===== config.mk =====
export PLATFORM = sky130hd
export DESIGN_NAME = vec_lane_adder
export DESIGN_NICKNAME = d
export VERILOG_FILES = /design/src/rtl/vec_pkg.sv /design/src/rtl/vec_lane_adder_lane_add.sv /design/src/rtl/vec_lane_adder.sv
export SDC_FILE = /design/constraint.sdc
export NUM_CORES = 1
export LEC_CHECK = 0
export BUFFER_PORTS_ARGS = -buffer_cell sky130_fd_sc_hd__buf_2
export CORE_UTILIZATION = 53
export DETAILED_ROUTE_END_ITERATION = 16
export PLACE_DENSITY = 0.86
export SYNTH_ARGS = -nofsm -noshare
export SYNTH_HDL_FRONTEND = slang
export SYNTH_SLANG_ARGS = --single-unit

===== constraint.sdc =====
create_clock -name clk -period 2.69 [get_ports clk]
set_input_delay 0.538 -clock clk [delete_from_list [all_inputs] [get_ports clk]]
set_output_delay 0.538 -clock clk [all_outputs]
set_load 0.1 [all_outputs]

===== src/rtl/vec_pkg.sv =====
// Shared sizing defaults, lane count helper and lane-mode encoding for the vector lane adder.
package vec_pkg;

  localparam int unsigned WIDTH_DEF  = 24;
  localparam int unsigned LANE_W_DEF = 8;

  typedef enum logic {
    LM_FULL = 1'b0,
    LM_LANE = 1'b1
  } lane_mode_e;

  function automatic int unsigned nlanes(input int unsigned w, input int unsigned l);
    return w / l;
  endfunction

endpackage


===== src/rtl/vec_lane_adder_lane_add.sv =====
// One LANE_W-bit slice: sum with carry-in, unsigned carry-out and signed overflow.
module lane_add #(
  parameter int unsigned LANE_W = 8
) (
  input  logic [LANE_W-1:0] a,
  input  logic [LANE_W-1:0] b,
  input  logic              cin,
  output logic [LANE_W-1:0] s,
  output logic              cout,
  output logic              ovf
);

  logic [LANE_W:0] total;

  assign total = {1'b0, a} + {1'b0, b} + (LANE_W+1)'(cin);
  assign s     = total[LANE_W-1:0];
  assign cout  = total[LANE_W];
  // Overflow when both operands share a sign the result does not.
  assign ovf   = (a[LANE_W-1] == b[LANE_W-1]) && (s[LANE_W-1] != a[LANE_W-1]);

endmodule


===== src/rtl/vec_lane_adder.sv =====
// Registered full-width / SIMD-lane adder with carry and overflow flags.
// Define SAT_EN to build signed saturation on overflowing words or lanes.
module vec_lane_adder
  import vec_pkg::*;
#(
  parameter int unsigned WIDTH  = WIDTH_DEF,
  parameter int unsigned LANE_W = LANE_W_DEF
) (
  input  logic                            clk,
  input  logic                            rst,
  input  logic                            in_valid,
  input  logic                            lane_mode,
  input  logic [WIDTH-1:0]                data_1,
  input  logic [WIDTH-1:0]                data_2,
  output logic [WIDTH-1:0]                sum,
  output logic [nlanes(WIDTH,LANE_W)-1:0] carry_out,
  output logic [nlanes(WIDTH,LANE_W)-1:0] overflow,
  output logic                            out_valid
);

  localparam int unsigned NLANES = nlanes(WIDTH, LANE_W);

  logic [WIDTH-1:0]  raw_sum;
  logic [NLANES-1:0] cout_w;
  logic [NLANES-1:0] ovf_w;
  logic [NLANES-1:0] cin_w;
  logic              is_lane;

  logic [WIDTH-1:0]  sum_c;
  logic [NLANES-1:0] carry_c;
  logic [NLANES-1:0] ovf_c;

  assign is_lane = (lane_mode == LM_LANE);

  // Lane slices; the carry chain is broken at every boundary in lane mode.
  for (genvar i = 0; i < NLANES; i++) begin : g_lane
    if (i == 0) begin : g_cin0
      assign cin_w[i] = 1'b0;
    end else begin : g_cinn
      assign cin_w[i] = is_lane ? 1'b0 : cout_w[i-1];
    end

    lane_add #(.LANE_W(LANE_W)) u_lane (
      .a    (data_1[i*LANE_W +: LANE_W]),
      .b    (data_2[i*LANE_W +: LANE_W]),
      .cin  (cin_w[i]),
      .s    (raw_sum[i*LANE_W +: LANE_W]),
      .cout (cout_w[i]),
      .ovf  (ovf_w[i])
    );
  end

`ifdef SAT_EN
  localparam logic [LANE_W-1:0] LANE_MAX = {1'b0, {(LANE_W-1){1'b1}}};
  localparam logic [LANE_W-1:0] LANE_MIN = {1'b1, {(LANE_W-1){1'b0}}};
  localparam logic [WIDTH-1:0]  WORD_MAX = {1'b0, {(WIDTH-1){1'b1}}};
  localparam logic [WIDTH-1:0]  WORD_MIN = {1'b1, {(WIDTH-1){1'b0}}};
`endif

  // Flag selection by mode plus optional saturation of the result.
  always_comb begin
    sum_c   = raw_sum;
    carry_c = '0;
    ovf_c   = '0;
    if (is_lane) begin
      carry_c = cout_w;
      ovf_c   = ovf_w;
    end else begin
      carry_c[NLANES-1] = cout_w[NLANES-1];
      ovf_c[NLANES-1]   = ovf_w[NLANES-1];
    end
`ifdef SAT_EN
    // On overflow both operands share a sign, so data_1's MSB picks the rail.
    if (is_lane) begin
      for (int i = 0; i < NLANES; i++) begin
        if (ovf_w[i]) begin
          sum_c[i*LANE_W +: LANE_W] = data_1[i*LANE_W + LANE_W - 1] ? LANE_MIN : LANE_MAX;
        end
      end
    end else if (ovf_w[NLANES-1]) begin
      sum_c = data_1[WIDTH-1] ? WORD_MIN : WORD_MAX;
    end
`endif
  end

  always_ff @(posedge clk or posedge rst) begin
    if (rst) begin
      sum       <= '0;
      carry_out <= '0;
      overflow  <= '0;
      out_valid <= 1'b0;
    end else begin
      out_valid <= in_valid;
      if (in_valid) begin
        sum       <= sum_c;
        carry_out <= carry_c;
        overflow  <= ovf_c;
      end
    end
  end

endmodule


# After elaboration in Yosys (flattened, before gate mapping)
# Index checks and enable logic that the tools add are counted.
# totals
ff_bits	31
in_bits	52
out_inout_bits	31
word_cells	22
# classes
addsub	5
eq_ne	6
n_mux	4
reduce_logical	3
# op_table
op	count
$add 8x8->9	3
$add 9x1->9	2
$mux 2	2
$eq 1x1->1	3
$logic_and 1x1->1	3
$ne 1x1->1	3
$mux 1	2

# Depth between registers and ports, before layout
# depth
ltp_word	7
ltp_mapped	21
ltp_nobuf	21

# By module
# From an unflattened synthesis, not the netlist that was laid out.
# unflattened
hier_cells	203
area_unflattened_um2	2298.5
# by_module_without_submodules
mod	instances	cells_each	area_per_inst_um2	seq_area_each_um2
vec_lane_adder	1	77	1288.7	775.7
lane_add	3	42	336.6	0.0

# Worst setup path before layout
# OpenSTA, ideal clock, no wires.
# synth_path
kind	input to register
startpoint	in data_1[0]
endpoint	reg overflow[2]
setup_time_ns	0.123
arrival_ns	5.156
required_time_ns	2.567
slack_ns	-2.589
path_stages	20
n_path_buf	0
cell_sequence	ha_1 > fa_1 > a211oi_1 > o21ai_0 > a31o_2 > a21oi_1 > nor2_1 > fa_1 > fa_1 > a211o_1 > a211oi_1 > o21bai_1 > a21oi_1 > or2_2 > fa_1 > nor2b_1 > o31a_1 > o211a_1 > or3_1 > a32o_1
# synth_between
elab_chain_cells	7
# synth_lines
element	line_no	source
start: declaration	vec_lane_adder.sv:13	input logic [WIDTH-1:0] data_1,
$add 8x8->9	vec_lane_adder_lane_add.sv:15	assign total = {1'b0, a} + {1'b0, b} + (LANE_W+1)'(cin);
$mux 1	vec_lane_adder.sv:40	assign cin_w[i] = is_lane ? 1'b0 : cout_w[i-1];
$add 9x1->9	vec_lane_adder_lane_add.sv:15	
$mux 1	vec_lane_adder.sv:40	
$add 9x1->9	vec_lane_adder_lane_add.sv:15	
$ne 1x1->1	vec_lane_adder_lane_add.sv:19	assign ovf = (a[LANE_W-1] == b[LANE_W-1]) && (s[LANE_W-1] != a[LANE_W-1]);
$logic_and 1x1->1	vec_lane_adder_lane_add.sv:19	
end signal: assignment	vec_lane_adder.sv:97	overflow <= ovf_c;
end: declaration	vec_lane_adder.sv:17	output logic [nlanes(WIDTH,LANE_W)-1:0] overflow,
# No other way between the ends.
# A chain may end at the register's enable or synchronous reset.

# Worst setup path after layout
# layout_path
startpoint	in data_2[0]
endpoint	reg carry_out[2]
# layout_between
elab_chain_cells	5
# layout_lines
element	line_no	source
start: declaration	vec_lane_adder.sv:14	input logic [WIDTH-1:0] data_2,
$add 8x8->9	vec_lane_adder_lane_add.sv:15	
$mux 1	vec_lane_adder.sv:40	
$add 9x1->9	vec_lane_adder_lane_add.sv:15	
$mux 1	vec_lane_adder.sv:40	
$add 9x1->9	vec_lane_adder_lane_add.sv:15	
end signal: assignment	vec_lane_adder.sv:96	carry_out <= carry_c;
end: declaration	vec_lane_adder.sv:16	output logic [nlanes(WIDTH,LANE_W)-1:0] carry_out,
# No other way between the ends.

==> impl_metrics.py <==
metrics = {
    "run_status": {
        "outcome": "complete, but fails checks",
        "violations": "negative setup slack",
    },
    "yosys": {
        "synth_warnings": 0,
        "synth_compound_area_frac": 0.253,
        "synth_edf_count": 0,
        "ys_top_cells_by_count": "dfrtp_1 (31), ha_1 (22), o21ai_0 (15)",
        "yosysTopAreaCellShare": 0.368,
        "ys_ff_latch": 31,
        "synth_xor_area_frac": 0.0374,
        "synth_fp_nets": 281,
        "synth_top_family_by_area": "compound AO/OA/AOI/OAI gates",
        "synthFlopType": "dfrtp_1",
        "synth.distinct_cells": 37,
        "synth.yosys.seq_area_share": 0.368,
        "synth_area_leaders": "dfrtp_1 (37%), ha_1 (13%), mux2_2 (6.4%)",
        "synthCells": 202,
        "synth_fa_ha_area_frac": 0.178,
        "synth.most_common_cell": "dfrtp_1",
        "synthArstFlopShare": 1.00,
        "synth-simple-area-share": 0.0777,
        "syn_area_per_cell_um2": 10.4,
        "netlist.top_cell.by_area": "dfrtp_1",
        "syn_area_um2": 2110,
        "synth.area.mux_share": 0.0641,
    },
    "finish": {
        "regArea_um2": 776,
        "multiInputGateArea_um2": 1520,
        "fillerInstances": 145,
        "finalInstanceArea_um2": 3410,
        "nets": 429,
        "drive_gt1_frac": 0.587,
        "antenna_cells": 0,
        "instances_no_fill": 399,
        "areaGrowthSynthToFinish_pct": 61.7,
    },
    "global_routing": {
        "grt_max_degree": 26,
        "grt.total_usage": 0.403,
        "grt_pass1_vias": 2511,
        "overflow": 0,
        "grt_pass1_wl_um": 12300,
        "antenna_found_initial": 0,
    },
    "drt": {
        "antenna_left": 0,
        "wl_um": 8690,
        "vias_per_cell": 6.42,
        "dr.first_iter.drc_count": 223,
        "dr.pass1.iters": 5,
        "vias": 2562,
        "drc_errors": 0,
        "routedWlPerCell_um": 21.8,
    },
    "floorplanning": {
        "die_area_um2": 4230,
        "floorplan.core_area_um2": 3740,
        "die_w_um": 65.1,
        "die_y_um": 65.1,
        "num_io_pins": 83,
        "fp-row-count": 22,
        "initial_utilization": 0.563,
    },
    "clock_tree": {
        "clock_latency_ns": 0.30,
        "cts_tree": "built",
        "clk_pin_slew_ns": 0.08,
        "ctsLongestPathBuffers": 2,
        "h-tree-depth": 2,
        "cts.sinks": 31,
        "clock-root-buffer": "clkbuf_8",
        "cts-buffers-inserted": 5,
    },
    "timing": {
        "hold_viol": 0,
        "max-slew-margin-rel": 0.369,
        "setup_viol": 19,
        "min_period_over_period": 1.86,
        "tightest_slew_ns": 0.946,
        "finalMaxSlewViolations": 0,
        "rsz0062_at_grt": "true",
        "fin_crit_ns": 5.00,
        "timing.fmax_ghz": 0.200,
        "skew_ns": 0,
        "fin_ws_ns": -2.31,
        "tns_ns": -26.16,
    },
    "flow_run": {
        "cap_violations": 0,
    },
    "power": {
        "leakage_nw": 1.68,
        "power_density_nw_per_um2": 680,
        "finalPower_mw": 2.32,
        "ir_drop_v": 0.000513,
    },
    "setup_path": {
        "crit_fanout": 3,
        "start_kind": "primary input",
        "end_kind": "register",
        "crit_type": "in -> reg",
        "cp_data_required_time_ns": 2.88,
        "worstPathArrival_ns": 5.19,
    },
    "place": {
        "pre_cts_slack_ns": -2.52,
        "hpwlAfterDp_um": 4550,
        "dp_cells": 369,
        "io_buffers": 82,
        "placed_area_um2": 2940,
        "place_congestion": 0.807,
    },
    "hold_path": {
        "hp-class": "in -> async",
    },
}
area by class of cell:
cell class	count	share of cell area
Clock buffer	7	0.0224
Clock inverter	1	0.00147
Inverter	7	0.00771
Multi-Input combinational cell	159	0.445
Sequential cell	31	0.228
Tap cell	48	0.0176
Timing Repair Buffer	146	0.278
worst max-delay path, cell delays in order:
cell	delay (ns)
buf_6	0.10
ha_4	0.15
fa_2	0.36
a211oi_4	0.25
o21ai_2	0.12
a31o_2	0.27
a21oi_4	0.15
nor2_2	0.06
fa_2	0.36
fa_2	0.36
a211o_1	0.30
a211oi_2	0.28
o21bai_1	0.16
a21oi_2	0.17
or2_4	0.14
fa_2	0.21
buf_4	0.12
fa_2	0.19
nor2b_1	0.05
o31a_2	0.32
o221ai_2	0.19
nand2b_1	0.09
a31o_2	0.23
sequential cells by signal (all words and copies together) (netlist names):
name,count
sum,24
overflow,3
out_valid,1
carry_out,3
kinds of logic after synthesis:
| kind of cell | count (synthesis) |
|---|---|
| compound gates | 75 |
| xor+xnor | 9 |
| fa+ha+maj | 27 |
| buf+inv | 12 |
| flops | 31 |
| mux | 12 |
| simple gates | 36 |
report_power, final:
part	switching, mW	internal, mW
clock	0.196	0.182
sequential	0.0519	0.547
combinational	0.950	0.392
total	1.20	1.12
placed cells by master, fill, tap and decap left out, drive strengths merged, types with 3 or more instances in the layout:
cell     Yosys  layout
buf          0     146
dfrtp       31      31
ha          22      22
o21ai       16      16
mux2        12      12
nor2        12      12
a211oi      10      10
nand2        9       9
xnor2        9       9
o21a         8       8
nor3         7       7
inv          7       7
clkbuf       5       7
a21oi        7       7
a21o         6       6
fa           5       5
o2bb2ai      5       5
o31ai        5       5
o21bai       3       3
o31a         3       3
or2          3       3
routing by layer:
metal,vias up,GRT usage,routed length (um)
li1,1054,-,-
met1,1196,0.417,2930
met2,232,0.698,4120
met3,80,0.118,905
met4,0,0.272,732
met5,-,0,0
final timing paths:
| path | from | end | slack, ns | depth (start not counted) |
|---|---|---|---|---|
| setup / recovery | data_2[0] | carry_out[2] | -2.31 | 23 |
| hold / removal | rst | carry_out[0] | 0.44 | 2 |
| setup reg to reg | carry_out[2] | carry_out[2] | 1.74 | 2 |
| hold reg to reg | sum[20] | sum[20] | 0.49 | 1 |
| max in group asynchronous | rst | carry_out[2] | 1.55 | 3 |
| min in group clk | sum[20] | sum[20] | 0.49 | 1 |
metrics by stage:
stage / util / hold slack (ns)
detailed placement: 0.786 / 0.476
CTS: 0.886 / 0.457
global placement: 0.786 / 0.465
finish: 0.910 / 0.438
floorplan: - / 0.569
global route: 0.910 / 0.506
repair_timing:
item,CTS,global route
setup buffers,23,8
pin swaps,18,14
setup endpoints to repair,19,20
resized for setup,29,16
hold buffers,0,0
(Power assumes the default switching activity.)
